**src/rtl/dkongjr_wav_sched.sv**
```systemverilog
// Sample table, request scheduler and wave-ROM slot arbiter for the 8-channel DKJ player bank.
// Optional: define DKJ_WAV_RR_EN for round-robin channel selection (default is fixed priority, ch0 first).
module dkongjr_wav_sched #(
  parameter int NCH       = 8,
  parameter int TRIG_HOLD = 2
) (
  input  logic              I_CLK,
  input  logic              I_RSTn,
  input  logic [NCH-1:0]    I_REQ,
  input  logic [NCH-1:0]    I_STOP,
  input  logic              I_CFG_WE,
  input  logic [2:0]        I_CFG_CHAN,
  input  logic [1:0]        I_CFG_SEL,
  input  logic [15:0]       I_CFG_DATA,
  input  logic [16*NCH-1:0] I_CH_ADDR,
  input  logic [15:0]       I_ROM_DATA,
  output logic [3:0]        O_H_CNT,
  output logic [15:0]       O_ROM_ADDR,
  output logic [15:0]       O_ROM_DATA,
  output logic [NCH-1:0]    O_DMA_TRIG,
  output logic [NCH-1:0]    O_DMA_STOP,
  output logic [15:0]       O_START_ADDR,
  output logic [16*NCH-1:0] O_LEN,
  output logic [12*NCH-1:0] O_DIV,
  output logic              O_BUSY
);

  typedef enum logic [1:0] {IDLE, SEL, FIRE, HOLD} state_t;

  state_t         state_reg, state_next;
  logic [3:0]     h_cnt_reg;
  logic [15:0]    rom_addr_reg;
  logic [15:0]    start_tab [NCH];
  logic [15:0]    len_tab [NCH];
  logic [11:0]    div_tab [NCH];
  logic [NCH-1:0] req_reg, req_prev_reg, stop_reg;
  logic [NCH-1:0] pending_reg, pending_next;
  logic [NCH-1:0] trig_reg, trig_next;
  logic [15:0]    start_reg, start_next;
  logic [1:0]     hold_cnt_reg, hold_cnt_next;
  logic [NCH-1:0] len_nz, rise, clr;
  logic [2:0]     base, pick, slot_next;
  logic           pick_ok;

  genvar gi;
  generate
    for (gi = 0; gi < NCH; gi++) begin : g_ch
      assign len_nz[gi]          = |len_tab[gi];
      assign O_LEN[16*gi +: 16]  = len_tab[gi];
      assign O_DIV[12*gi +: 12]  = div_tab[gi];
    end
  endgenerate

`ifdef DKJ_WAV_RR_EN
  logic [2:0] last_reg, last_next;
  assign base = last_reg + 3'd1;
`else
  assign base = 3'd0;
`endif

  // Scan backwards so the first pending channel in search order is the one kept.
  always_comb begin
    logic [2:0] idx;
    pick    = 3'd0;
    pick_ok = 1'b0;
    idx     = 3'd0;
    for (int i = NCH - 1; i >= 0; i--) begin
      idx = base + 3'(i);
      if (pending_reg[idx]) begin
        pick    = idx;
        pick_ok = 1'b1;
      end
    end
  end

  assign rise         = req_reg & ~req_prev_reg;
  // Stop beats a new request, a new request beats the scheduler's clear.
  assign pending_next = ~stop_reg & ((rise & len_nz) | (pending_reg & ~clr));
  assign slot_next    = h_cnt_reg[3:1] + 3'd1;

  always_comb begin
    state_next    = state_reg;
    trig_next     = trig_reg;
    start_next    = start_reg;
    hold_cnt_next = hold_cnt_reg;
    clr           = '0;
`ifdef DKJ_WAV_RR_EN
    last_next     = last_reg;
`endif
    case (state_reg)
      IDLE: if (|pending_reg) state_next = SEL;
      SEL: begin
        if (pick_ok) begin
          clr[pick]       = 1'b1;
          start_next      = start_tab[pick];
          trig_next       = '0;
          trig_next[pick] = 1'b1;
          hold_cnt_next   = 2'd1;
`ifdef DKJ_WAV_RR_EN
          last_next       = pick;
`endif
          state_next      = FIRE;
        end else begin
          state_next = IDLE;
        end
      end
      FIRE, HOLD: begin
        // hold_cnt_reg counts trigger-high cycles already delivered
        if (hold_cnt_reg < 2'(TRIG_HOLD)) begin
          hold_cnt_next = hold_cnt_reg + 2'd1;
        end else begin
          trig_next = '0;
          if (state_reg == HOLD) state_next = IDLE;
        end
        if (state_reg == FIRE) state_next = HOLD;
      end
      default: state_next = IDLE;
    endcase
  end

  always_ff @(posedge I_CLK or negedge I_RSTn) begin
    if (!I_RSTn) begin
      state_reg    <= IDLE;
      h_cnt_reg    <= '0;
      rom_addr_reg <= '0;
      req_reg      <= '0;
      req_prev_reg <= '0;
      stop_reg     <= '0;
      pending_reg  <= '0;
      trig_reg     <= '0;
      start_reg    <= '0;
      hold_cnt_reg <= '0;
`ifdef DKJ_WAV_RR_EN
      last_reg     <= 3'd7;
`endif
      for (int i = 0; i < NCH; i++) begin
        start_tab[i] <= '0;
        len_tab[i]   <= '0;
        div_tab[i]   <= '0;
      end
    end else begin
      state_reg    <= state_next;
      h_cnt_reg    <= h_cnt_reg + 4'd1;
      if (h_cnt_reg[0]) rom_addr_reg <= I_CH_ADDR[{slot_next, 4'b0000} +: 16];
      req_reg      <= I_REQ;
      req_prev_reg <= req_reg;
      stop_reg     <= I_STOP;
      pending_reg  <= pending_next;
      trig_reg     <= trig_next;
      start_reg    <= start_next;
      hold_cnt_reg <= hold_cnt_next;
`ifdef DKJ_WAV_RR_EN
      last_reg     <= last_next;
`endif
      if (I_CFG_WE) begin
        case (I_CFG_SEL)
          2'd0:    start_tab[I_CFG_CHAN] <= I_CFG_DATA;
          2'd1:    len_tab[I_CFG_CHAN]   <= I_CFG_DATA;
          2'd2:    div_tab[I_CFG_CHAN]   <= I_CFG_DATA[11:0];
          default: ;
        endcase
      end
    end
  end

  assign O_H_CNT      = h_cnt_reg;
  assign O_ROM_ADDR   = rom_addr_reg;
  assign O_ROM_DATA   = I_ROM_DATA;
  assign O_DMA_TRIG   = trig_reg;
  assign O_DMA_STOP   = stop_reg;
  assign O_START_ADDR = start_reg;
  assign O_BUSY       = (state_reg != IDLE) || (|pending_reg);

endmodule

```
**config.mk**
```make
export PLATFORM = sky130hd
export DESIGN_NAME = dkongjr_wav_sched
export DESIGN_NICKNAME = d
export VERILOG_FILES = /design/src/rtl/dkongjr_wav_sched.sv
export SDC_FILE = /design/constraint.sdc
export NUM_CORES = 1
export LEC_CHECK = 0
export BUFFER_PORTS_ARGS = -buffer_cell sky130_fd_sc_hd__buf_2
export CAP_MARGIN = 15
export CORE_UTILIZATION = 40
export DETAILED_ROUTE_END_ITERATION = 7
export HOLD_SLACK_MARGIN = 0.1
export PLACE_DENSITY = 0.63
export REMOVE_ABC_BUFFERS = 1
export SLEW_MARGIN = 20
export SYNTH_ARGS = -nofsm -noshare
export SYNTH_HDL_FRONTEND = slang
export SYNTH_SLANG_ARGS = --single-unit
```
**constraint.sdc**
```tcl
create_clock -name I_CLK -period 1.8 [get_ports I_CLK]
set_input_delay 0.36 -clock I_CLK [delete_from_list [all_inputs] [get_ports I_CLK]]
set_output_delay 0.36 -clock I_CLK [all_outputs]
set_load 0.01 [all_outputs]
```
==> qor.yml, run 1 <==
floorplanning:
  die_x_microns: 217
  dieHeight_microns: 217
  pin_count: 477
  start_util_pct: 40.6
  rows: 78
  core_area_sq_um: 45500
  die_area_sq_um: 47000
setup_path:
  end_kind: "output pin"
  crit_end: "O_BUSY"
  path_class: "reg -> out"
  reg2reg_depth: 8
  r2r-end: "O_DMA_TRIG[5]"
  cp-start-kind: "register"
  worst-path-max-fanout: 2
  r2r_start: "pending_reg[1]"
  cp_data_arrival_time_ns: 1.97
  startpoint: "pending_reg[1]"
  r2r_setup_slack_ns: -0.28
  cp.required_ns: 1.44
status:
  status: "finished with violations"
  violations: "negative setup slack"
global_route:
  grt_overflow: 0
  grt_max_degree: 81
  antenna_found_initial: 7
  grt_pass1_vias: 14087
  grt_pass1_wl_mm: 88.1
  grtUsageTotal_pct: 25.1
timing:
  holdWs_ns: 0.278
  worst_pin_slew_ns: 0.826
  final_max_slew_viol_count: 0
  setup_violations: 29
  setup_ws_ns: -0.532
  hold_viol_final: 0
  min_period_over_period_pct: 130
  layout_min_cycle_time_ns: 2.33
  max_freq_mhz: 429
  fin_worst_skew_ns: 0.0137
  slew_headroom_pct: 45.0
  setup_tns_ns: -6.74
  rsz0062_at_grt: "true"
detailed_routing:
  wl_mm: 59.1
  firstDrtPassIters: 5
  drtIter0Drc: 676
  vias_per_cell: 5.42
  antenna_left: 0
  dr_total_vias: 13349
  drc: 0
  wl_per_cell_microns: 24.0
place:
  io_buffers: 444
  place_congestion: 0.939
  post-dp-hpwl_mm: 40.8
finish:
  syn2layout_area_growth_pct: 31.9
  n_fill_cell: 3921
  drive_gt1_share_pct: 57.8
  final_util_pct: 53.5
  mostFrequentLayoutCell: "buf_2"
  layout_common_cells: "443 x buf_2, 431 x dfrtp_1, 352 x mux2_2, 58 x buf_4, 50 x clkbuf_16"
  nets: 2003
clock_network:
  cts-buffers-inserted: 48
  clkTransAtPathRegs_ns: 0.06
  ctsHtreeMaxLevel: 2
  cts_root_buffer: "clkbuf_16"
  clockBufferDepth: 3
  cts_tree: "built"
  clock_sinks: 432
  clk_latency_ns: 0.58
power_and_ir_drop:
  p_per_area_nw_per_um2: 1270
  worst_ir_drop_vdd_v: 0.00149
  leakagePower_nw: 11.7
logic_synthesis:
  yosys.area_share.simple_pct: 6.23
  synthMuxAreaShare_pct: 26.3
  netlist_area_sq_um: 18500
  asyncSetResetFlopFracSynth_pct: 100
  ys_seq_elements: 432
  yosys.area_share.adder_pct: 0.136
  synth_cell_types: 50
  synth_edf_count: 0
  postSynthCellCount: 1315
  syn_avg_cell_area_sq_um: 14.0
  synth_ff_type: "dfrtp_1"
  seq_area_frac_synth_pct: 58.6
  synth_compound_area_share_pct: 5.55
  synth-xor-area-share_pct: 0.142
  yosys_warnings: 0
  synth_top_family_by_area: "multiplexers"
job:
  maxCapViolations: 0
min_path:
  hold_path.class: "in -> async"
kinds of logic (layout without fill, tap and decap cells):
logic type | after synthesis | count (layout)
compound gates | 159 | 159
xor+xnor | 3 | 3
fa+ha+maj | 2 | 2
buf+inv | 122 | 663
flops | 432 | 432
mux | 400 | 400
other cells | 0 | 6
simple gates | 197 | 197
how the worst min path moves through the flow:
stage,start,end,slack [ns],depth (start not counted)
2_1_floorplan,I_RSTn,O_DIV[0],0.06,0
3_3_place_gp,I_RSTn,start_tab[127],0.29,1
3_5_place_dp,I_RSTn,start_tab[110],0.30,1
4_1_cts,I_CFG_DATA[6],O_DIV[6],0.26,3
5_1_grt,I_CFG_DATA[6],O_LEN[22],0.28,3
6_report,I_RSTn,start_tab[127],0.28,2
cell type report:
class / count / area (sq um) / area share [%]
Antenna cell: 6 / 15.0 / 0.0617
Clock inverter: 20 / 223 / 0.915
Tap cell: 600 / 751 / 3.08
Multi-Input combinational cell: 761 / 7360 / 30.2
Sequential cell: 432 / 10800 / 44.4
Clock buffer: 69 / 1420 / 5.84
Inverter: 8 / 30.0 / 0.123
Timing Repair Buffer: 566 / 3740 / 15.4
cell usage after synthesis (11+ instances only):
library cell,n,area (sq um)
dfrtp_1,432,10800
mux2_2,352,3960
clkbuf_1,71,267
nor2_1,47,176
nor4_1,34,213
a31oi_1,32,200
and3_1,32,200
mux4_2,32,721
o21ai_0,29,145
a21oi_1,24,120
buf_2,21,105
buf_4,20,150
a311oi_1,16,140
and4_1,16,140
mux2i_1,16,160
o22ai_1,16,100
nand2_1,15,56.3
a21boi_1,12,90.1
nand3b_1,11,82.6
o21ai_1,11,55.1
power by group:
part,internal [mW],switching [mW],total (mW)
combinational,3.76,3.92,7.69
sequential,11.6,1.43,13.1
clock,6.08,4.08,10.2
total,21.5,9.43,30.9
per-layer routing:
layer / track usage, % / share of wire (%)
met2: 43.9 / 52
met5: 0 / 0.014
met4: 9.27 / 3.3
met3: 5.62 / 5.5
met1: 30.3 / 40
critical path: stages, from the launching register on:
cell,delay [ns]
dfrtp_1,0.39
nor4_2,0.31
buf_4,0.18
nand2b_4,0.07
nor4_4,0.12
buf_4,0.15
nand2b_1,0.05
buf_2,0.13
stage by stage:
step / cell area, sq um / worst slack, ns / instances / total power [mW]
2_1_floorplan: 17900 / -1.71 / 1201 / 16.2
5_1_grt: 24300 / -0.615 / 2460 / 32.3
4_1_cts: 24200 / -0.667 / 2454 / 30.9
3_3_place_gp: 22100 / -0.158 / 2343 / 19.9
6_report: 24300 / -0.532 / 2462 / 30.9
3_5_place_dp: 22100 / -0.181 / 2343 / 20.1
timing repair:
| action | 4_1_cts | 5_1_grt |
|---|---|---|
| resized for setup | 60 | 25 |
| hold endpoints to repair | 118 | 0 |
| setup endpoints to repair | 29 | 33 |
| pin swaps | 7 | 6 |
| buffers inserted | 3 | 1 |
| hold buffers | 17 | 0 |
| gates cloned | 2 | 1 |
Power figures use the tool's default switching activity.
==> run 2, diff against run 1 <==
--- a/config.mk
+++ b/config.mk
@@ -13,3 +13,5 @@
 export PLACE_DENSITY = 0.63
+export RECOVER_POWER = 25
 export REMOVE_ABC_BUFFERS = 1
+export SKIP_LAST_GASP = 1
 export SLEW_MARGIN = 20
==> constraint.sdc (replaced) <==
create_clock -name I_CLK -period 1.8 [get_ports I_CLK]
set_input_delay 0.18 -clock I_CLK [delete_from_list [all_inputs] [get_ports I_CLK]]
set_output_delay 0.18 -clock I_CLK [all_outputs]
set_load 0.01 [all_outputs]
==> run 2 against run 1 <==
Effect of this change: clock-buffer cell count grew 5; sequential power is essentially flat; the run still ends with negative setup slack left; register-to-register slack gained 0.04 ns; via count grew 2.8%; core utilization grew 1.2 points; wire length grew 2.8%; cell count grew 2.6%; worst setup slack gained 0.18 ns; total power is essentially flat; cell area grew 2.2%.
==> qor.yml, run 2 (synthesis results as in run 1) <==
status:
  status: "finished with violations"
  violations: "negative setup slack"
finish:
  layout.cells.non_filler: 2527  # +2.6%
  nets: 2071  # +3.4%
  layout_common_cells: "444 x buf_2, 431 x dfrtp_1, 352 x mux2_2, 86 x dlygate4sd3_1, 53 x buf_4"
  finalInstanceArea_sq_um: 24900  # +2.2%
  syn2layout_area_growth_pct: 34.8
  drive_gt1_share_pct: 54.6  # -3.1 points
  mostFrequentLayoutCell: "buf_2"
detailed_routing:
  wl_per_cell_microns: 24.1  # +0.18%
  vias_per_cell: 5.43  # +0.12%
  drtIter0Drc: 786  # +16%
  wl_mm: 60.8  # +2.8%
  dr_total_vias: 13718  # +2.8%
  drc: 0  # unchanged
  firstDrtPassIters: 4  # -1
  antenna_left: 0  # unchanged
timing:
  layout_min_cycle_time_ns: 2.16  # -0.177 ns
  rsz0062_at_grt: "true"
  hold_viol_final: 0  # unchanged
  slew_headroom_pct: 7.44  # -38 points
  final_max_slew_viol_count: 0  # unchanged
  fin_worst_skew_ns: 0.0244  # +0.0107 ns
  setup_ws_ns: -0.355  # +0.177 ns
  worst_pin_slew_ns: 1.39  # +0.563 ns
  setup_violations: 27  # -6.9%
  min_period_over_period_pct: 120  # -9.8 points
  max_freq_mhz: 464  # +8.2%
floorplanning:
  core_area_sq_um: 45500  # unchanged
  dieHeight_microns: 217  # unchanged
  rows: 78  # unchanged
  start_util_pct: 40.6  # unchanged
  die_x_microns: 217  # unchanged
  die_area_sq_um: 47000  # unchanged
  pin_count: 477  # unchanged
clock_network:
  cts-buffers-inserted: 47  # -2.1%
  clock_sinks: 432  # unchanged
  cts_root_buffer: "clkbuf_16"
  clk_latency_ns: 0.59  # about the same
  clockBufferDepth: 3  # unchanged
  cts_tree: "built"
  ctsHtreeMaxLevel: 2  # unchanged
  clkTransAtPathRegs_ns: 0.06  # about the same
setup_path:
  worst-path-max-fanout: 4  # +2
  slowest_stage: "dfrtp_1"
  cp-start-kind: "register"
  critPathMaxStageDelay_ns: 0.41  # +0.02 ns
  cp.required_ns: 1.62  # +0.18 ns
  end_kind: "output pin"
  critPathTopFamily: "simple AND/OR/NAND/NOR gates"
  path_class: "reg -> out"
  critPathBufInv: 2  # -1
  path_common_cell: "nor4_4"
  worstPathCellList: "nor4_4 > nand2b_4 > buf_4 > nor4_4 > nand2b_1 > buf_2"
  cp_data_arrival_time_ns: 1.98  # about the same
place:
  post-dp-hpwl_mm: 41.3  # +1.4%
  place_inst: 2342  # -0.043%
  io_buffers: 444  # unchanged
  place_congestion: 0.965  # +2.8%
  post_dp_cell_area_sq_um: 22100  # +0.19%
min_path:
  hold_path.class: "in -> reg"
global_route:
  grt_pass1_vias: 14444  # +2.5%
  grtUsageTotal_pct: 25.8  # +0.65 points
  grt_overflow: 0  # unchanged
  grt_pass1_wl_mm: 90.3  # +2.4%
  grt_max_degree: 51  # -37%
  antenna_found_initial: 10  # +3
power_and_ir_drop:
  p_per_area_nw_per_um2: 1240  # -2.1%
  leakagePower_nw: 11.9  # +2.0%
  worst_ir_drop_vdd_v: 0.000971  # -35%
job:
  maxCapViolations: 0  # unchanged
[run 2: cell count changes in the layout (fill, tap and decap cells not counted), sizes merged]
cell	before	now
inv	11	8
bufbuf	1	0
dlygate4sd3	17	86
clkinv	10	6
clkbuf	70	78
buf	547	545
diode	6	5
clkinvlp	3	2
[run 2: path summary, 6_finish.rpt]
kind / startpoint / endpoint / slack (ns) / cells past startpoint
min reg2reg: req_reg[2] / req_prev_reg[2] / 0.37 / 0
max reg2reg: pending_reg[1] / O_START_ADDR[7] / -0.24 / 9
max in group asynchronous: I_RSTn / O_H_CNT[1] / 0.26 / 3
min in group asynchronous: I_RSTn / start_tab[41] / 0.48 / 2
min: I_CH_ADDR[13] / O_ROM_ADDR[13] / 0.13 / 4
max: pending_reg[1] / O_BUSY / -0.36 / 6
[run 2: metrics by stage]
step	power, mW	utilization [%]	worst slack (ns)	hold WS [ns]	TNS, ns
after CTS	30.9	54.5	-0.362	0.100	-0.842
after global placement	19.9	48.7	-0.0924	0.130	-0.163
after global routing	32.3	54.7	-0.439	0.132	-7.85
final	30.9	54.7	-0.355	0.134	-5.25
after floorplan	16.2	-	-1.71	-0.116	-54.33
after detailed placement	20.1	48.7	-0.107	0.147	-0.172
[run 2: routing by layer]
metal / GRT usage [%] / wire length, microns / vias up
met5: 0 / 38 / -
met3: 5.79 / 3990 / 127
met1: 30.8 / 23200 / 7072
met2: 44.5 / 31100 / 512
met4: 11.2 / 2410 / 6
li1: - / - / 6001
[run 2: worst min-delay path, delay by kind of cell]
kind                   cells  cell delay, ns
buffers and inverters      1            0.08
multiplexers               2            0.28
AO/OA/AOI/OAI              1            0.13
[run 2: power breakdown]
part           total (mW)  switching, mW  internal [mW]
sequential           13.0           1.42           11.6
clock                10.2           4.01           6.17
combinational        7.70           3.84           3.85
total                30.9           9.27           21.7
[run 2: area by class of cell]
cell class | instances | area [sq um]
Timing Repair Buffer | 635 | 4360
Clock inverter | 12 | 184
Tap cell | 600 | 751
Sequential cell | 432 | 10800
Multi-Input combinational cell | 761 | 7270
Fill cell | 3868 | 20600
Clock buffer | 74 | 1470
Antenna cell | 5 | 12.5
Inverter | 8 | 30.0
[run 2: repair_timing]
| item | CTS | global route |
|---|---|---|
| cloned | 1 | 0 |
| pin swaps | 2 | 8 |
| buffers inserted | 4 | 3 |
| setup endpoints to repair | 19 | 31 |
| hold endpoints to repair | 462 | 0 |
| hold buffers | 86 | 0 |
| gates resized for setup | 35 | 32 |
